## src/rtl/song_pkg.sv

```systemverilog
// Shared song-entry layout, sequencer state encoding and entry field helpers.
package song_pkg;

    localparam int NOTE_W  = 7;
    localparam int DUR_W   = 5;
    localparam int ENTRY_W = 12;
    localparam int TIMER_W = 32;

    localparam logic [NOTE_W-1:0]  NOTE_REST  = '0;
    localparam logic [ENTRY_W-1:0] END_MARKER = 12'h000;

    typedef enum logic [2:0] {
        S_IDLE,
        S_FETCH,
        S_LOAD,
        S_PLAY,
        S_GAP,
        S_DONE
    } seq_state_e;

    function automatic logic [NOTE_W-1:0] entry_note(input logic [ENTRY_W-1:0] e);
        return e[ENTRY_W-1:DUR_W];
    endfunction

    function automatic logic [DUR_W-1:0] entry_dur(input logic [ENTRY_W-1:0] e);
        return e[DUR_W-1:0];
    endfunction

endpackage

```

## src/rtl/seq_timer.sv

```systemverilog
// Loadable down-counter that holds at zero; load wins over count enable.
module seq_timer
    import song_pkg::*;
#(
    parameter int WIDTH = TIMER_W
) (
    input  logic             clk,
    input  logic             rst_n,
    input  logic             i_load,
    input  logic [WIDTH-1:0] i_load_val,
    input  logic             i_en,
    output logic             o_zero
);

    logic [WIDTH-1:0] r_count;

    always_ff @(posedge clk or negedge rst_n) begin
        if (!rst_n) begin
            r_count <= '0;
        end else if (i_load) begin
            r_count <= i_load_val;
        end else if (i_en && (r_count != '0)) begin
            r_count <= r_count - 1'b1;
        end
    end

    assign o_zero = (r_count == '0);

endmodule

```

## src/rtl/note_sequencer.sv

```systemverilog
// Song ROM player driving a buzzer note code, with free-play passthrough when idle.
//
// state | meaning
// IDLE  | note follows key_note, waiting for start
// FETCH | rom_addr presented to the ROM, note silent
// LOAD  | entry sampled: end marker, play or skip to gap
// PLAY  | latched note sounds for dur*UNIT_CYCLES unpaused cycles
// GAP   | silent articulation gap, then next entry or DONE
// DONE  | one-cycle done pulse
module note_sequencer
    import song_pkg::*;
#(
    parameter int  UNIT_CYCLES = 12_500_000,
    parameter int  GAP_CYCLES  = 1_000_000,
    parameter int  SONG_DEPTH  = 64,
    localparam int ADDR_W      = $clog2(SONG_DEPTH)
) (
    input  logic               clk,
    input  logic               rst_n,
    input  logic               start,
    input  logic               stop,
    input  logic               pause,
    input  logic [NOTE_W-1:0]  key_note,
    output logic [ADDR_W-1:0]  rom_addr,
    input  logic [ENTRY_W-1:0] rom_data,
    output logic [NOTE_W-1:0]  note,
    output logic               busy,
    output logic               done
);

    localparam logic [TIMER_W-1:0] UNIT_U    = TIMER_W'(UNIT_CYCLES);
    localparam logic [TIMER_W-1:0] GAP_LOAD  = TIMER_W'(GAP_CYCLES - 1);
    localparam logic [ADDR_W-1:0]  LAST_ADDR = ADDR_W'(SONG_DEPTH - 1);

    seq_state_e         r_state;
    logic [ADDR_W-1:0]  r_addr;
    logic [NOTE_W-1:0]  r_note;
    logic [NOTE_W-1:0]  r_code;

    seq_state_e         w_state_nxt;
    logic [ADDR_W-1:0]  w_addr_nxt;
    logic [NOTE_W-1:0]  w_note_nxt;
    logic [NOTE_W-1:0]  w_code_nxt;
    logic               w_tmr_load;
    logic [TIMER_W-1:0] w_tmr_val;
    logic               w_tmr_en;
    logic               w_tmr_zero;
    logic [NOTE_W-1:0]  w_entry_note;
    logic [DUR_W-1:0]   w_entry_dur;
    logic [TIMER_W-1:0] w_play_cycles;

    assign w_entry_note  = entry_note(rom_data);
    assign w_entry_dur   = entry_dur(rom_data);
    // Full 32-bit product: 31 * 12.5M still fits without truncation.
    assign w_play_cycles = {{(TIMER_W-DUR_W){1'b0}}, w_entry_dur} * UNIT_U;

    seq_timer #(.WIDTH(TIMER_W)) u_timer (
        .clk        (clk),
        .rst_n      (rst_n),
        .i_load     (w_tmr_load),
        .i_load_val (w_tmr_val),
        .i_en       (w_tmr_en),
        .o_zero     (w_tmr_zero)
    );

    always_comb begin
        w_state_nxt = r_state;
        w_addr_nxt  = r_addr;
        w_note_nxt  = NOTE_REST;
        w_code_nxt  = r_code;
        w_tmr_load  = 1'b0;
        w_tmr_val   = '0;
        w_tmr_en    = ((r_state == S_PLAY) || (r_state == S_GAP)) && !pause;

        if (stop && (r_state != S_IDLE)) begin
            w_state_nxt = S_IDLE;
            w_addr_nxt  = '0;
            w_code_nxt  = NOTE_REST;
            w_tmr_load  = 1'b1;
        end else begin
            unique case (r_state)
                S_IDLE: begin
                    if (start && !stop) begin
                        w_state_nxt = S_FETCH;
                        w_addr_nxt  = '0;
                    end else begin
                        w_note_nxt = key_note;
                    end
                end
                S_FETCH: begin
                    w_state_nxt = S_LOAD;
                end
                S_LOAD: begin
                    if (rom_data == END_MARKER) begin
                        w_state_nxt = S_DONE;
                    end else begin
                        w_code_nxt = w_entry_note;
                        w_tmr_load = 1'b1;
                        if (w_entry_dur == '0) begin
                            w_state_nxt = S_GAP;
                            w_tmr_val   = GAP_LOAD;
                        end else begin
                            // Counter runs N-1..0 so the zero flag marks the last PLAY cycle.
                            w_state_nxt = S_PLAY;
                            w_tmr_val   = w_play_cycles - 1'b1;
                            w_note_nxt  = w_entry_note;
                        end
                    end
                end
                S_PLAY: begin
                    if (!pause && w_tmr_zero) begin
                        w_state_nxt = S_GAP;
                        w_tmr_load  = 1'b1;
                        w_tmr_val   = GAP_LOAD;
                    end else if (!pause) begin
                        w_note_nxt = r_code;
                    end
                end
                S_GAP: begin
                    if (!pause && w_tmr_zero) begin
                        if (r_addr == LAST_ADDR) begin
                            w_state_nxt = S_DONE;
                        end else begin
                            w_state_nxt = S_FETCH;
                            w_addr_nxt  = r_addr + 1'b1;
                        end
                    end
                end
                S_DONE: begin
                    w_state_nxt = S_IDLE;
                end
                default: begin
                    w_state_nxt = S_IDLE;
                end
            endcase
        end
    end

    always_ff @(posedge clk or negedge rst_n) begin
        if (!rst_n) begin
            r_state <= S_IDLE;
            r_addr  <= '0;
            r_note  <= NOTE_REST;
            r_code  <= NOTE_REST;
        end else begin
            r_state <= w_state_nxt;
            r_addr  <= w_addr_nxt;
            r_note  <= w_note_nxt;
            r_code  <= w_code_nxt;
        end
    end

    assign rom_addr = r_addr;
    assign note     = r_note;
    assign busy     = (r_state != S_IDLE);
    assign done     = (r_state == S_DONE);

endmodule

```

## config.mk

```make
export PLATFORM = sky130hd
export DESIGN_NAME = note_sequencer
export DESIGN_NICKNAME = d
export VERILOG_FILES = /design/src/rtl/song_pkg.sv /design/src/rtl/seq_timer.sv /design/src/rtl/note_sequencer.sv
export SDC_FILE = /design/constraint.sdc
export NUM_CORES = 1
export LEC_CHECK = 0
export ABC_AREA = 1
export CAP_MARGIN = 20
export CELL_PAD_IN_SITES_DETAIL_PLACEMENT = 1
export CELL_PAD_IN_SITES_GLOBAL_PLACEMENT = 1
export CORE_AREA = 4 4 107 129
export DETAILED_ROUTE_END_ITERATION = 8
export DIE_AREA = 0 0 111 133
export PLACE_DENSITY_LB_ADDON = 0.1
export SYNTH_ARGS = -nofsm -noshare
export SYNTH_HDL_FRONTEND = slang
export SYNTH_SLANG_ARGS = --single-unit
```

## constraint.sdc

```tcl
create_clock -name clk -period 4.6 [get_ports clk]
set_clock_uncertainty 0.15 [all_clocks]
set_input_delay 0.69 -clock clk [delete_from_list [all_inputs] [get_ports clk]]
set_output_delay 0.69 -clock clk [all_outputs]
set_load 0.02 [all_outputs]
```

Word-level counts from Yosys, hierarchy flattened
Cells that the tools add are included.

storage, ports and cells
  bits in registers = 55
  word-level logic and storage cells = 74
  output and inout bits = 15
  bits of input ports = 24

operators by class
  reduce and logical (&&, ||, !) cells = 20
  $mul = 1
  add/sub/neg operators = 3
  mux-type cells = 34
  equality and inequality tests = 11

operators by type and width
  kind                                                                    count
  32-bit two-way mux                                                      5
  32-bit one-hot mux with 2 select lines                                  1
  7-bit two-way mux                                                       9
  32-bit zero test                                                        1
  32-bit nonzero test                                                     1
  32-bit by 1-bit subtractor with 32-bit output (second input constant)   1
  29-bit by 1-bit subtractor with 30-bit output (second input constant)   1
  5-bit by 19-bit multiplier with 24-bit output (second input constant)   1
  6-bit two-way mux                                                       4
  3-bit two-way mux                                                       7
  7-bit one-hot mux with 3 select lines                                   1
  20-bit two-way mux                                                      1
  3-bit one-hot mux with 5 select lines                                   1
  12-bit zero test                                                        1
  6-bit one-hot mux with 2 select lines                                   1
  6-bit by 1-bit adder with 6-bit output (second input constant)          1
  3-bit by 2-bit equality test with 1-bit output (second input constant)  2
  3-bit equality test (second input constant)                             2
  6-bit equality test (second input constant)                             1
  3-bit by 1-bit != test with 1-bit output (second input constant)        2
  3-bit != test (second input constant)                                   2
  3-bit nonzero test                                                      2
  1-bit logical AND                                                       5
  5-bit zero test                                                         1
  11 further kinds                                                        15

Logic depth before layout (Yosys ltp)
  depth in word-level cells = 7
  mapped depth = 23
  depth with buffers taken out = 23

Modules after synthesis
A second synthesis with hierarchy kept.

unflattened totals
  cell total of the unflattened synthesis = 1007
  area, all modules = 6364.9 um^2

by module, submodules not included
  module          times used  cells an instance  seq. area each (um^2)  area each (um^2)
  note_sequencer  1           574                575.6                  3711.1
  seq_timer       1           433                800.8                  2653.8

Worst setup path before layout
Ideal clock, no wire load.

  path kind = input-to-reg
  start point = in rom_data[2]
  end point = reg u_timer.r_count[28]
  required time = 4.377 ns
  slack = 0.520 ns
  setup time = 0.073 ns
  buffers on the path = 0
  cell stages on the path = 19
  data arrival time = 3.857 ns
  cells stage by stage = fa_1 > inv_1 > fa_1 > inv_1 > fa_1 > ha_1 > nand2_1 > inv_1 > a21oi_1 > nand3_1 > nand2_1 > nand2_1 > nor2_1 > nand2_1 > nor2_2 > nand2_1 > nand2_1 > nand3_1 > a21oi_2

between the ends
  cells in the longest elaborated chain, start to end = 7
  elaborated cells between the ends (all ways) = 13

ends and longest elaborated chain
  element                                        line                   RTL
  start, declared                                note_sequencer.sv:25   input logic [ENTRY_W-1:0] rom_data,
  5-bit by 19-bit multiplier with 24-bit output  note_sequencer.sv:55   assign w_play_cycles = {{(TIMER_W-DUR_W){1'b0}}, w_entry_dur} * UNIT_U;
  29-bit by 1-bit subtractor with 30-bit output  note_sequencer.sv:105  w_tmr_val = w_play_cycles - 1'b1;
  32-bit two-way mux                             note_sequencer.sv:99   if (w_entry_dur == '0) begin
  32-bit two-way mux                             note_sequencer.sv:94   if (rom_data == END_MARKER) begin
  32-bit one-hot mux with 2 select lines         note_sequencer.sv:81   unique case (r_state)
  32-bit two-way mux                             note_sequencer.sv:75   if (stop && (r_state != S_IDLE)) begin
  32-bit two-way mux                             seq_timer.sv:20        end else if (i_load) begin
  end signal, assigned                           seq_timer.sv:21        r_count <= i_load_val;
  end signal, assigned                           seq_timer.sv:23        r_count <= r_count - 1'b1;
  end, declared                                  seq_timer.sv:15        logic [WIDTH-1:0] r_count;

Parallel ways exist; a longest one is shown, timed or not.
A chain may end at the register's enable or synchronous reset.

Worst setup path after layout
  start point = in rom_data[2]
  end point = reg u_timer.r_count[26]

The elaborated chain is that of the path after synthesis.

==> results.toml <==
[final_layout]
multi_input_area_mm2 = 0.003880
fin_nets = 1023
final_cell_mix = "187 x nand2_1, 135 x inv_1, 79 x nor2_1"
drive_gt1_share_pct = 16.21
syn_to_final_growth_pct = 21.37
postLayoutCoreUtil_pct = 55.69
antennaDiodeCount = 0
fillers = 1643
layoutNonFillerInstCount = 1108
mostFrequentLayoutCell = "nand2_1"
seq_area_mm2 = 0.001376

[route]
drt-met1-wl_um = 7707
dr.pass1.iters = 4
drc = 0
wl_um = 19100
wl_met2_um = 10470
postRouteAntennaNets = 0
dr_wl_met3_um = 324
drt-wirelength-per-cell_um = 17.24
drtIter0Drc = 288
num_vias = 6003
vias_per_cell = 5.418
top_layer = "met4"

[pwr]
pwr-share-clk_pct = 11.7
peakVddDrop_mv = 0.2727
p_int_w = 0.001942
pwr-share-comb_pct = 67.2
power_frac_seq_pct = 21.1
p_sw_w = 0.001991
p_leak_nw = 3.415
p_sw_share_pct = 50.62
p_total_w = 0.003934
p_per_area_mw_per_mm2 = 562.6

[cts]
cts.sinks = 55
clock_path_buffers = 2
cts_tree = "yes"
htreeDepth = 2
holdBufCountCts = 0
root_buffer = "clkbuf_16"
cts_buffers = 5
clk_pin_slew_ps = 70
clk_latency_ps = 300

[logic_synthesis]
syn_inst = 854
ys_ff_latch = 55
avgSynthCellArea_um2 = 6.745
yosysSeqAreaShare_pct = 23.89
syn-num-nets = 934
yosys_warnings = 0
synth_cell_types = 44
netlist_area_mm2 = 0.005761

[setup_path]
worstPathRequired_ps = 4630
crit_path_cell_trace = "clkdlybuf4s50_1 -> buf_4 -> inv_1 -> ha_1 -> inv_1 -> fa_1 -> fa_1 -> inv_1 -> ha_4 -> nand2_2 -> nor2_2 -> nand3_1 -> nand3_1 -> nand2_1 -> nand2_2 -> nand2_1 -> nor2_1 -> nand3_1 -> nand2_1 -> nand2_1 -> nand2_1 -> a21oi_2"
critPathArrivalTime_ps = 4450
critical_path.slowest_cell = "fa_1"
cpMostUsedCell = "nand2_1"
slowest_delay_ps = 530
cp_max_fo = 5
ff2ff_path_depth = 9
worstSetupEndpointType = "flip-flop"
crit_family = "adder cells"
worst_setup_path_start_kind = "input pin"
criticalPathCategory = "input pin to flip-flop"
crit_cells = 22
path_buf_inv = 5

[global_route]
grt_pass1_wl_um = 31240
track_usage_pct = 25.41
grt_max_degree = 56
grt_pass1_vias = 6501
antenna_found_initial = 0
grt-ovfl-total = 0

[sta]
period_share_pct = 96.01
slew_headroom_pct = 48.92
fin_crit_ps = 4416
hold_viol = 0
hold_ws_ps = 375.2
worst_pin_slew_ps = 763.3
fin_ws_ps = 183.8
final_max_slew_viol_count = 0
fmax_mhz = 226.4
report.final.setup_viol = 0
rsz0062_at_grt = "true"

[worst_hold_path]
hp-class = "input pin to async pin"

[place]
preCtsSetupSlack_ps = -322.2
buffer_ports.inserted = 38
routabilityCongestion = 0.9217
post-dp-hpwl_um = 15050
placedCellCount = 1099

[die]
io_pins = 39
die-area_mm2 = 0.01476
row_count = 45
initial_utilization_pct = 45.88
die_h_um = 133
core_area_mm2 = 0.01256
dieWidth_um = 111

[run_status]
run_status = "complete, no violations"

[run]
maxCapViolations = 0
==> power groups by stage <==
stage / logic (W) / clock network (W) / registers, W
finish: 0.00264 / 0.000461 / 0.000829
global route: 0.00294 / 0.000483 / 0.000853
CTS: 0.00252 / 0.000464 / 0.000827
detailed placement: 0.00249 / 0 / 0.000835
global placement: 0.00238 / 0 / 0.000820
floorplan: 0.00164 / 0 / 0.000826
==> path summary, 6_finish.rpt <==
path                            slack [ps]   startpoint                  end
worst min-delay path                   380        rst_n          rom_addr[1]
max in group asynchronous             3410        rst_n  u_timer.r_count[24]
worst max-delay path                   180  rom_data[2]  u_timer.r_count[26]
min in group clk                       380    r_code[4]            r_code[4]
worst min register to register         380    r_code[4]            r_code[4]
worst max register to register        1790   r_state[0]  u_timer.r_count[20]
==> worst register-to-register path: stages, from the launching register on <==
cell and delay [ps]:
dfrtp_1 440, nor2_1 170, inv_2 90, nor2_2 370, nor2_4 170, inv_1 460
nand3_1 280, inv_2 240, nand3_1 140, a22oi_1 200
==> metal layers <==
layer  up-vias  GRT usage [%]
met5         -              0
met4         0          9.651
met3        35          1.921
met2        77          49.43
met1      2959          28.47
li1       2932              -
==> cell usage after synthesis, drive strengths merged <==
| cell | n | area (µm²) |
|---|---|---|
| buf | 8 | 66.31 |
| xnor2 | 6 | 52.55 |
| nor3 | 19 | 121.4 |
| o2111ai | 1 | 8.760 |
| o31ai | 5 | 37.54 |
| nand3 | 77 | 410.4 |
| o21bai | 2 | 15.01 |
| clkbuf | 2 | 7.510 |
| o22ai | 4 | 25.02 |
| fa | 14 | 280.3 |
| dfrtp | 55 | 1376 |
| a22oi | 7 | 52.55 |
| nand4 | 17 | 106.4 |
| nand2 | 206 | 812.0 |
| a21oi | 30 | 176.4 |
| a21o | 1 | 7.510 |
| inv | 151 | 566.8 |
| nor2 | 103 | 444.2 |
| a211oi | 1 | 7.510 |
| and2 | 2 | 12.51 |
| nor4 | 3 | 18.77 |
| a31oi | 10 | 62.56 |
| o211ai | 3 | 22.52 |
| nand3b | 6 | 45.04 |
| or2 | 2 | 12.51 |
| o21ai | 54 | 285.3 |
| ha | 42 | 525.5 |
| xor2 | 23 | 201.4 |
==> final cells by class <==
type,instances,area share (%)
well taps,164,2.935
repair buffers,92,11.29
clock buffers,6,1.986
multi-input cells,638,55.49
flip-flops and latches,55,19.69
clock inverters,2,0.5011
inverters,151,8.107
==> metrics by stage <==
stage	setup TNS [ps]	instance area [µm²]
5_1_grt	-514.3	6992
3_3_place_gp	-978.2	6665
4_1_cts	0	6845
3_5_place_dp	-2285	6665
2_1_floorplan	0	5761
6_report	0	6992
==> timing repair <==
item / 4_1_cts / 5_1_grt
buffers inserted: 0 / 1
setup endpoints to repair: 2 / 11
pin swaps: 0 / 15
gates resized for setup: 2 / 40
==> flip-flops by register name (all words and copies together) (netlist names) <==
name / cells
u_timer.r_count: 32
r_code: 7
r_state: 3
note: 7
rom_addr: 6
==> cell families after synthesis <==
kind of cell,synth area share [%]
fa+ha+maj,13.99
compound gates,12.16
buf+inv,11.12
flops,23.89
xor+xnor,4.409
simple gates,34.43
Note: power is estimated with default switching activity, not from simulation.
